## src/rtl/serial_sel_sequencer_pkg.sv

```systemverilog
// Shared definitions for the serial select sequencer.
// Holds the FSM state encoding, the select-width derivation and the
// first/final select index helpers for both shift directions.
package serial_sel_sequencer_pkg;

  typedef enum logic [1:0] {
    ST_IDLE  = 2'd0,
    ST_SHIFT = 2'd1,
    ST_GAP   = 2'd2
  } state_e;

  localparam int DEF_WIDTH = 8;
  localparam int DEF_SEL_W = $clog2(DEF_WIDTH);
  localparam int GAP_CNT_W = 4;

  function automatic int sel_w_of(input int width);
    return $clog2(width);
  endfunction

  // Index of the first bit sent for a word.
  function automatic int first_idx(input int width, input bit msb_first);
    return msb_first ? width - 1 : 0;
  endfunction

  // Index of the final bit sent for a word.
  function automatic int final_idx(input int width, input bit msb_first);
    return msb_first ? 0 : width - 1;
  endfunction

endpackage

```

## src/rtl/serial_sel_sequencer_if.sv

```systemverilog
// Load handshake and mux-drive bundle for the serial select sequencer.
// master: upstream/source side (drives load_valid, load_data, hold).
// slave : the sequencer (drives load_ready, word_out, sel_out, bit_valid, bit_out, last).
interface serial_sel_sequencer_if #(
  parameter int WIDTH = 8,
  parameter int SEL_W = 3
);
  logic             load_valid;
  logic [WIDTH-1:0] load_data;
  logic             load_ready;
  logic             hold;
  logic [WIDTH-1:0] word_out;
  logic [SEL_W-1:0] sel_out;
  logic             bit_valid;
  logic             bit_out;
  logic             last;

  modport master (
    output load_valid, load_data, hold,
    input  load_ready, word_out, sel_out, bit_valid, bit_out, last
  );

  modport slave (
    input  load_valid, load_data, hold,
    output load_ready, word_out, sel_out, bit_valid, bit_out, last
  );
endinterface

```

## src/rtl/serial_sel_sequencer_sel_counter.sv

```systemverilog
// Up/down select counter with synchronous load, enable and terminal flag.
// Ports: clk, rst (async high); load -> cnt=FIRST; en -> step toward FINAL;
// cnt = current index; term = cnt is the final index.
module sel_counter #(
  parameter int               SEL_W = 3,
  parameter logic [SEL_W-1:0] FIRST = '0,
  parameter logic [SEL_W-1:0] FINAL = '1,
  parameter bit               DOWN  = 1'b0
) (
  input  logic             clk,
  input  logic             rst,
  input  logic             load,
  input  logic             en,
  output logic [SEL_W-1:0] cnt,
  output logic             term
);

  logic [SEL_W-1:0] cnt_q, cnt_d;

  always_comb begin
    cnt_d = cnt_q;
    if (load) begin
      cnt_d = FIRST;
    end else if (en) begin
      cnt_d = DOWN ? (cnt_q - SEL_W'(1)) : (cnt_q + SEL_W'(1));
    end
  end

  always_ff @(posedge clk or posedge rst) begin
    if (rst) begin
      cnt_q <= '0;
    end else begin
      cnt_q <= cnt_d;
    end
  end

  assign cnt  = cnt_q;
  assign term = (cnt_q == FINAL);

endmodule

```

## src/rtl/serial_sel_sequencer.sv

```systemverilog
// Serializes a parallel word by holding it on the mux data bus and stepping
// the mux select through every index, one bit slot per cycle.
// Ports: clk, rst (async high), bus (slave modport: load handshake, hold,
// word_out/sel_out mux drive, bit_valid, bit_out reference, last).
module serial_sel_sequencer
  import serial_sel_sequencer_pkg::*;
#(
  parameter int WIDTH     = DEF_WIDTH,
  parameter int SEL_W     = sel_w_of(WIDTH),
  parameter bit MSB_FIRST = 1'b0,
  parameter int IDLE_GAP  = 0
) (
  input  logic                   clk,
  input  logic                   rst,
  serial_sel_sequencer_if.slave  bus
);

  localparam logic [SEL_W-1:0] FIRST_SEL = SEL_W'(first_idx(WIDTH, MSB_FIRST));
  localparam logic [SEL_W-1:0] FINAL_SEL = SEL_W'(final_idx(WIDTH, MSB_FIRST));
  localparam bit               NO_GAP    = (IDLE_GAP == 0);
  localparam logic [GAP_CNT_W-1:0] GAP_LAST =
    GAP_CNT_W'((IDLE_GAP > 0) ? IDLE_GAP - 1 : 0);

  state_e               state_q, state_d;
  logic [WIDTH-1:0]     word_q, word_d;
  logic                 bit_valid_q, bit_valid_d;
  logic [GAP_CNT_W-1:0] gap_q, gap_d;

  logic [SEL_W-1:0]     sel;
  logic                 sel_term;
  logic                 load_ready;
  logic                 accept;
  logic                 cnt_en;

  // Without a gap, the final unstalled slot doubles as a load opportunity so
  // consecutive words stream with no bubble.
  assign load_ready = (state_q == ST_IDLE) ||
                      (NO_GAP && (state_q == ST_SHIFT) && sel_term && !bus.hold);
  assign accept     = bus.load_valid && load_ready;
  // Stop at the final index: wrap-around only ever comes from a fresh load.
  assign cnt_en     = (state_q == ST_SHIFT) && !bus.hold && !sel_term;

  sel_counter #(
    .SEL_W (SEL_W),
    .FIRST (FIRST_SEL),
    .FINAL (FINAL_SEL),
    .DOWN  (MSB_FIRST)
  ) u_sel_counter (
    .clk  (clk),
    .rst  (rst),
    .load (accept),
    .en   (cnt_en),
    .cnt  (sel),
    .term (sel_term)
  );

  always_comb begin
    state_d     = state_q;
    word_d      = word_q;
    bit_valid_d = bit_valid_q;
    gap_d       = gap_q;
    case (state_q)
      ST_IDLE: begin
        if (accept) begin
          state_d     = ST_SHIFT;
          word_d      = bus.load_data;
          bit_valid_d = 1'b1;
        end
      end
      ST_SHIFT: begin
        if (!bus.hold && sel_term) begin
          if (accept) begin
            word_d = bus.load_data;
          end else if (NO_GAP) begin
            state_d     = ST_IDLE;
            bit_valid_d = 1'b0;
          end else begin
            state_d     = ST_GAP;
            bit_valid_d = 1'b0;
            gap_d       = '0;
          end
        end
      end
      ST_GAP: begin
        // hold is deliberately ignored while spacing words apart.
        if (gap_q == GAP_LAST) begin
          state_d = ST_IDLE;
          gap_d   = '0;
        end else begin
          gap_d = gap_q + GAP_CNT_W'(1);
        end
      end
      default: begin
        state_d     = ST_IDLE;
        bit_valid_d = 1'b0;
        gap_d       = '0;
      end
    endcase
  end

  always_ff @(posedge clk or posedge rst) begin
    if (rst) begin
      state_q     <= ST_IDLE;
      word_q      <= '0;
      bit_valid_q <= 1'b0;
      gap_q       <= '0;
    end else begin
      state_q     <= state_d;
      word_q      <= word_d;
      bit_valid_q <= bit_valid_d;
      gap_q       <= gap_d;
    end
  end

  assign bus.load_ready = load_ready;
  assign bus.word_out   = word_q;
  assign bus.sel_out    = sel;
  assign bus.bit_valid  = bit_valid_q;
  assign bus.bit_out    = word_q[sel];
  assign bus.last       = bit_valid_q && sel_term;

endmodule

```

## src/flat_wrapper.sv

```systemverilog
// flat-port wrapper written by rule: the top's interface ports become plain ports
module serial_sel_sequencer_flat import serial_sel_sequencer_pkg::*;
#(
  parameter int WIDTH     = DEF_WIDTH,
  parameter int SEL_W     = sel_w_of(WIDTH),
  parameter bit MSB_FIRST = 1'b0,
  parameter int IDLE_GAP  = 0
)
  (clk, rst, bus_load_valid, bus_load_data, bus_hold, bus_load_ready, bus_word_out, bus_sel_out, bus_bit_valid, bus_bit_out, bus_last);
  serial_sel_sequencer_if #(.WIDTH(WIDTH), .SEL_W(SEL_W)) bus_i ();
  input  logic clk;
  input  logic rst;
  input wire logic [$bits(bus_i.load_valid)-1:0] bus_load_valid;
  input wire logic [$bits(bus_i.load_data)-1:0] bus_load_data;
  input wire logic [$bits(bus_i.hold)-1:0] bus_hold;
  output wire logic [$bits(bus_i.load_ready)-1:0] bus_load_ready;
  output wire logic [$bits(bus_i.word_out)-1:0] bus_word_out;
  output wire logic [$bits(bus_i.sel_out)-1:0] bus_sel_out;
  output wire logic [$bits(bus_i.bit_valid)-1:0] bus_bit_valid;
  output wire logic [$bits(bus_i.bit_out)-1:0] bus_bit_out;
  output wire logic [$bits(bus_i.last)-1:0] bus_last;
  assign bus_i.load_valid = bus_load_valid;
  assign bus_i.load_data = bus_load_data;
  assign bus_i.hold = bus_hold;
  assign bus_load_ready = bus_i.load_ready;
  assign bus_word_out = bus_i.word_out;
  assign bus_sel_out = bus_i.sel_out;
  assign bus_bit_valid = bus_i.bit_valid;
  assign bus_bit_out = bus_i.bit_out;
  assign bus_last = bus_i.last;
  serial_sel_sequencer #(.WIDTH(WIDTH), .SEL_W(SEL_W), .MSB_FIRST(MSB_FIRST), .IDLE_GAP(IDLE_GAP)) u_core (.clk(clk), .rst(rst), .bus(bus_i));
endmodule
```

## config.mk

```make
export PLATFORM = sky130hd
export DESIGN_NAME = serial_sel_sequencer_flat
export DESIGN_NICKNAME = d
export VERILOG_FILES = /design/src/rtl/serial_sel_sequencer_pkg.sv /design/src/rtl/serial_sel_sequencer_if.sv /design/src/rtl/serial_sel_sequencer_sel_counter.sv /design/src/rtl/serial_sel_sequencer.sv /design/src/flat_wrapper.sv
export SDC_FILE = /design/constraint.sdc
export NUM_CORES = 1
export LEC_CHECK = 0
export BUFFER_PORTS_ARGS = -buffer_cell sky130_fd_sc_hd__clkbuf_2
export CORE_MARGIN = 8
export CORE_UTILIZATION = 35
export DETAILED_ROUTE_END_ITERATION = 12
export GPL_ROUTABILITY_DRIVEN = 0
export PLACE_DENSITY_LB_ADDON = 0.12
export SYNTH_ARGS = -nofsm -noshare
export SYNTH_HDL_FRONTEND = slang
export SYNTH_HIERARCHICAL = 1
export SYNTH_SLANG_ARGS = --single-unit
export TNS_END_PERCENT = 30
```

## constraint.sdc

```tcl
create_clock -name clk -period 2 [get_ports clk]
set_input_delay 0.1 -clock clk [delete_from_list [all_inputs] [get_ports clk]]
set_output_delay 0.1 -clock clk [all_outputs]
set_load 0.03 [all_outputs]
```

Word level (Yosys, flattened, before mapping). Cells that the tools add are included. W data, S select, Z words.

$add $sub $neg: 2. $lt $le $gt $ge: 1. Equality and inequality tests: 7. Muxes and demuxes: 18. Bitwise logic cells: 1. Reductions and logical operators: 18.

Operators by type and width (number): $mux W8 (2); $pmux W8 S2 (1); $mux W2 (4); $pmux W4 S2 (1); $reduce_and A4 Y1 (2); $logic_and A1 B1 Y1 (7); $mux W3 (2); $pmux W2 S3 (1); $add A4 B1 Y4 const B (1); $logic_not A4 Y1 (1); $lt A3 B4 Y1 const B (1); $mux W1 (4); $mux W4 (1); $ne A2 B1 Y1 const B (2); $ne A2 B2 Y1 const B (2); $reduce_bool A2 Y1 (2); $add A3 B1 Y3 const B (1); $bmux W1 S3 (1); $eq A3 B3 Y1 const B (1); $pmux W1 S3 (1); $eq A2 B1 Y1 const B (1); $eq A2 B2 Y1 const B (1); $logic_not A1 Y1 (2); $logic_not A2 Y1 (1); 4 further kinds (4).

Bits in registers: 18. Logic and storage cells: 52.

Depth between registers and ports, before layout.
Depth in word-level cells: 8. Mapped depth: 5. Gate-level depth less buffers: 5.

By module. Netlist, hierarchy kept.

Modules (own cells, without submodules): serial_sel_sequencer (times used 1, cells each 27, area each 439.2 um^2, sequential area each 225.2 um^2); sel_counter (times used 1, cells each 12, area each 143.9 um^2, sequential area each 75.1 um^2).

Least setup slack after synthesis. Ideal clock, no wire load.

Kind: register to register. Start point: register u_core.u_sel_counter.cnt_q[0], in the netlist u_core/u_sel_counter/cnt[0]. End point: register u_core.u_sel_counter.cnt_q[2], in the netlist u_core/u_sel_counter/cnt[2]. Data arrival time: 1.718 ns. Required time: 1.869 ns. Slack: 0.151 ns. Cell stages (with the launch flop): 6. Buffers on the path: 0. Clock period less this slack: 1.849 ns. Cell sequence: dfrtp_1 -> ha_1 -> ha_1 -> nor3b_1 -> mux2i_1 -> nor2_1.

Elaborated cells between the ends (all ways): 11.

RTL lines: start: declaration (RTL line serial_sel_sequencer_sel_counter.sv:18) `logic [SEL_W-1:0] cnt_q, cnt_d;`; start signal: assignment (RTL line serial_sel_sequencer_sel_counter.sv:33) `cnt_q <= cnt_d;`; $eq A3 B3 Y1 (RTL line serial_sel_sequencer_sel_counter.sv:38) `assign term = (cnt_q == FINAL);`; net u_core.sel_term (RTL line serial_sel_sequencer.sv:30) `logic sel_term;`; $logic_not A1 Y1 (RTL line serial_sel_sequencer.sv:41) `assign cnt_en = (state_q == ST_SHIFT) && !bus.hold && !sel_term;`; $logic_and A1 B1 Y1 (RTL line serial_sel_sequencer.sv:41); net u_core.cnt_en (RTL line serial_sel_sequencer.sv:33) `logic cnt_en;`; $reduce_bool A2 Y1 (no line).

The timed path passes the listed nets, and every way through them passes these cells. The select of a mux whose other input is x is not followed. A chain may end at the register's enable or synchronous reset.

Worst setup path after layout.
Start point: register u_core.u_sel_counter.cnt_q[0], in the netlist u_core/u_sel_counter/cnt[0]. End point: output bus_bit_out.

Cells in the longest elaborated chain, start to end: 2.

Ends and longest elaborated chain: $bmux W1 S3 (RTL line serial_sel_sequencer.sv:119) `assign bus.bit_out = word_q[sel];`; $mux W1 (implied by the code) (RTL line serial_sel_sequencer.sv:119); end: declaration (RTL line flat_wrapper.sv:20) `output wire logic [$bits(bus_i.bit_out)-1:0] bus_bit_out;`.

No other way between the ends. The select of a mux whose other input is x is not followed.

==> impl_metrics.yaml <==
worst_setup_path:
  crit_required_ns: 1.90
  path_max_fanout: 5
  crit_chain: "mux4_1 -> mux2_2 -> clkbuf_2"
  max_stage_delay_ns: 0.58
  reg2reg_depth: 5
  r2r-start: "u_core/u_sel_counter/cnt[0]$_DFFE_PP0P_"
  crit_path_start_kind: "flop"
  crit_arrival_ns: 1.78
  path_class: "reg -> out"
  rrSetupSlack_ns: 0.23
  path_delay_family: "multiplexers"
  r2r-end: "u_core/bus.word_out[5]$_DFFE_PP0P_"
  critPathBufInv: 1
  crit_path_top_delay_cell: "mux4_1"
  critPathCaptureType: "output pin"
power:
  vdd_ir_drop_max_mv: 0.979
  power_density_nw_per_um2: 1880
  total_leakage_power_nw: 0.413
routing:
  firstDrtPassIters: 2
  antenna_left: 0
  vias: 428
  via_per_inst: 4.92
  drt-total-wl_um: 1260
  drc: 0
  drt-wirelength-per-cell_um: 14.4
  drt-initial-drc-count: 6
timing:
  period_needed_ns: 1.88
  hold_ws_ns: 0.0279
  min_period_over_period_pct: 94.2
  grt_setup_unrepaired: "false"
  relSlewSlack_pct: 75.9
  setup_violations: 0
  maxSlewViolCount: 0
  tns_ns: 0
  max_clock_freq_mhz: 531
  hold_viol: 0
  finClkSkew_ns: 0.00690
  tightest_slew_ns: 0.361
grt:
  grt_max_degree: 12
  grt_pass1_wl_um: 2080
  antenna_found_initial: 0
  gr-usage-all-layers_pct: 8.15
  overflow: 0
  grt_pass1_vias: 458
synth:
  synth_area_leaders: "dfrtp_1, mux2_2, mux4_1"
  syn_nets: 53
  avgSynthCellArea_um2: 15.0
  syn_inst: 39
  synth_commonest_cells: "dfrtp_1, mux2_2, nor2_1"
  synth_top_area_cell: "dfrtp_1"
  seq_area_frac_synth_pct: 51.5
  yosysTopAreaCellShare_pct: 51.5
  ys_async_sr_fraction_pct: 100
  synth_most_common_cell: "dfrtp_1"
  yosysUniqueCellTypes: 14
  synth.cell_area_um2: 583
  synth_seq_cells: 12
  synth-main-ff-cell: "dfrtp_1"
  ys_warn_count: 6
  synth_edf_count: 0
final_layout:
  area_growth_pct: 35.0
  drive_gt1_share_pct: 59.2
  nNetsFinal: 86
  instances_no_fill: 87
  antenna_cells: 0
  fill_cells: 157
die:
  die_y_um: 56.8
  initial_core_util_pct: 37.8
  core.rowCount: 14
  fp.dieW_um: 56.8
  core_um2: 1540
  dieArea_um2: 3230
  io_pins: 27
worst_hold_path:
  holdPathStages: 2
  hold_class: "in -> reg"
  hold_start: "bus_load_valid"
  holdPathEnd: "u_core/state_q[0]$_DFFE_PP0P_"
clocking:
  cts_tree: "built"
  cts-buffers-inserted: 3
  clockBufferDepth: 2
  cts_root_buffer: "clkbuf_4"
  clk-insertion-delay-late_ns: 0.28
  clkTransAtPathRegs_ns: 0.08
  post_cts_buffers: 0
  cts_sinks: 12
  htree_levels: 1
run:
  cap_violations: 0
run_status:
  status: "complete, no violations"
placement:
  dp.cells: 82
  hpwlAfterDp_um: 1000
  port_buffers: 26
cells in the final DEF, fill, tap and decap left out:
master / Yosys / layout
buf_4: 0 / 1
a21boi_4: 1 / 1
mux2i_1: 2 / 2
dfrtp_1: 12 / 12
nor3b_1: 1 / 1
clkbuf_8: 0 / 1
clkbuf_4: 0 / 3
inv_1: 2 / 2
and2_1: 1 / 1
clkbuf_2: 0 / 26
nand2_1: 1 / 1
mux4_1: 2 / 2
nor2_1: 3 / 3
dlygate4sd3_1: 0 / 1
nand2b_1: 1 / 1
nand2b_4: 1 / 1
xnor2_1: 1 / 1
mux2_2: 9 / 9
ha_1: 2 / 2
through the flow:
stage	util, %	cell area (um^2)	total power, mW	setup slack (ns)
global route	51.1	787	1.58	0.0341
detailed placement	48.1	741	1.30	0.213
CTS	51.1	787	1.50	0.100
finish	51.1	787	1.48	0.117
floorplan	-	583	1.05	0.151
global placement	48.1	741	1.30	0.258
routing by layer:
metal / track usage [%] / part of all wire, % / wire length, um
met2: 12.9 / 47 / 593
met5: 0 / 0 / 0
met4: 2.01 / 0 / 0
met1: 8.42 / 43 / 538
met3: 6.07 / 9.9 / 124
registers in the layout, summed over array words and instances (netlist names):
signal,count
u_core/u_sel_counter/cnt,3
u_core/bus.word_out,8
u_core/state_q,1
worst max path at each step:
stage	end	cells past startpoint	from
after floorplan	u_core/u_sel_counter/cnt[2]$_DFFE_PP0P_	5	u_core/u_sel_counter/cnt[0]$_DFFE_PP0P_
after global placement	u_core/bus.word_out[7]$_DFFE_PP0P_	5	u_core/u_sel_counter/cnt[0]$_DFFE_PP0P_
after detailed placement	u_core/bus.word_out[6]$_DFFE_PP0P_	5	u_core/u_sel_counter/cnt[0]$_DFFE_PP0P_
after CTS	bus_bit_out	3	u_core/u_sel_counter/cnt[0]$_DFFE_PP0P_
after global routing	bus_bit_out	3	u_core/u_sel_counter/cnt[0]$_DFFE_PP0P_
final	bus_bit_out	3	u_core/u_sel_counter/cnt[0]$_DFFE_PP0P_
kinds of logic (layout without fill, tap and decap cells):
family                   after synthesis  after routing  synth area share, %
XOR/XNOR                               1              1                 1.50
AND/OR/NAND/NOR                        8              8                 8.37
buffers and inverters                  2             34                 1.29
AO/OA/AOI/OAI                          1              1                 3.22
adder cells (fa/ha/maj)                2              2                 4.29
multiplexers                          13             13                 29.8
flip-flops                            12             12                 51.5
worst register-to-register path, cell delays in order (launching register included):
cell	delay, ns
dfrtp_1	0.47
ha_1	0.19
ha_1	0.21
nand2b_4	0.08
a21boi_4	0.34
mux2_2	0.38
cell type report:
cell class	instances	area [um^2]	area share (%)
sequential	12	300	38.2
multi-input combinational	25	275	35.0
timing repair buffer	28	148	18.8
clock buffer	4	36.3	4.61
tap	16	20.0	2.54
inverter	2	7.51	0.954
power by group:
| part | switching, mW | total (mW) | internal [mW] |
|---|---|---|---|
| clock | 0.0815 | 0.192 | 0.111 |
| combinational | 0.491 | 0.816 | 0.324 |
| sequential | 0.109 | 0.469 | 0.360 |
| total | 0.682 | 1.48 | 0.795 |
repair_timing:
| action | 4_1_cts | 5_1_grt |
|---|---|---|
| hold buffers | 1 | 0 |
| gates resized for setup | 0 | 0 |
| hold endpoints to repair | 12 | 0 |
(Power assumes the default switching activity.)
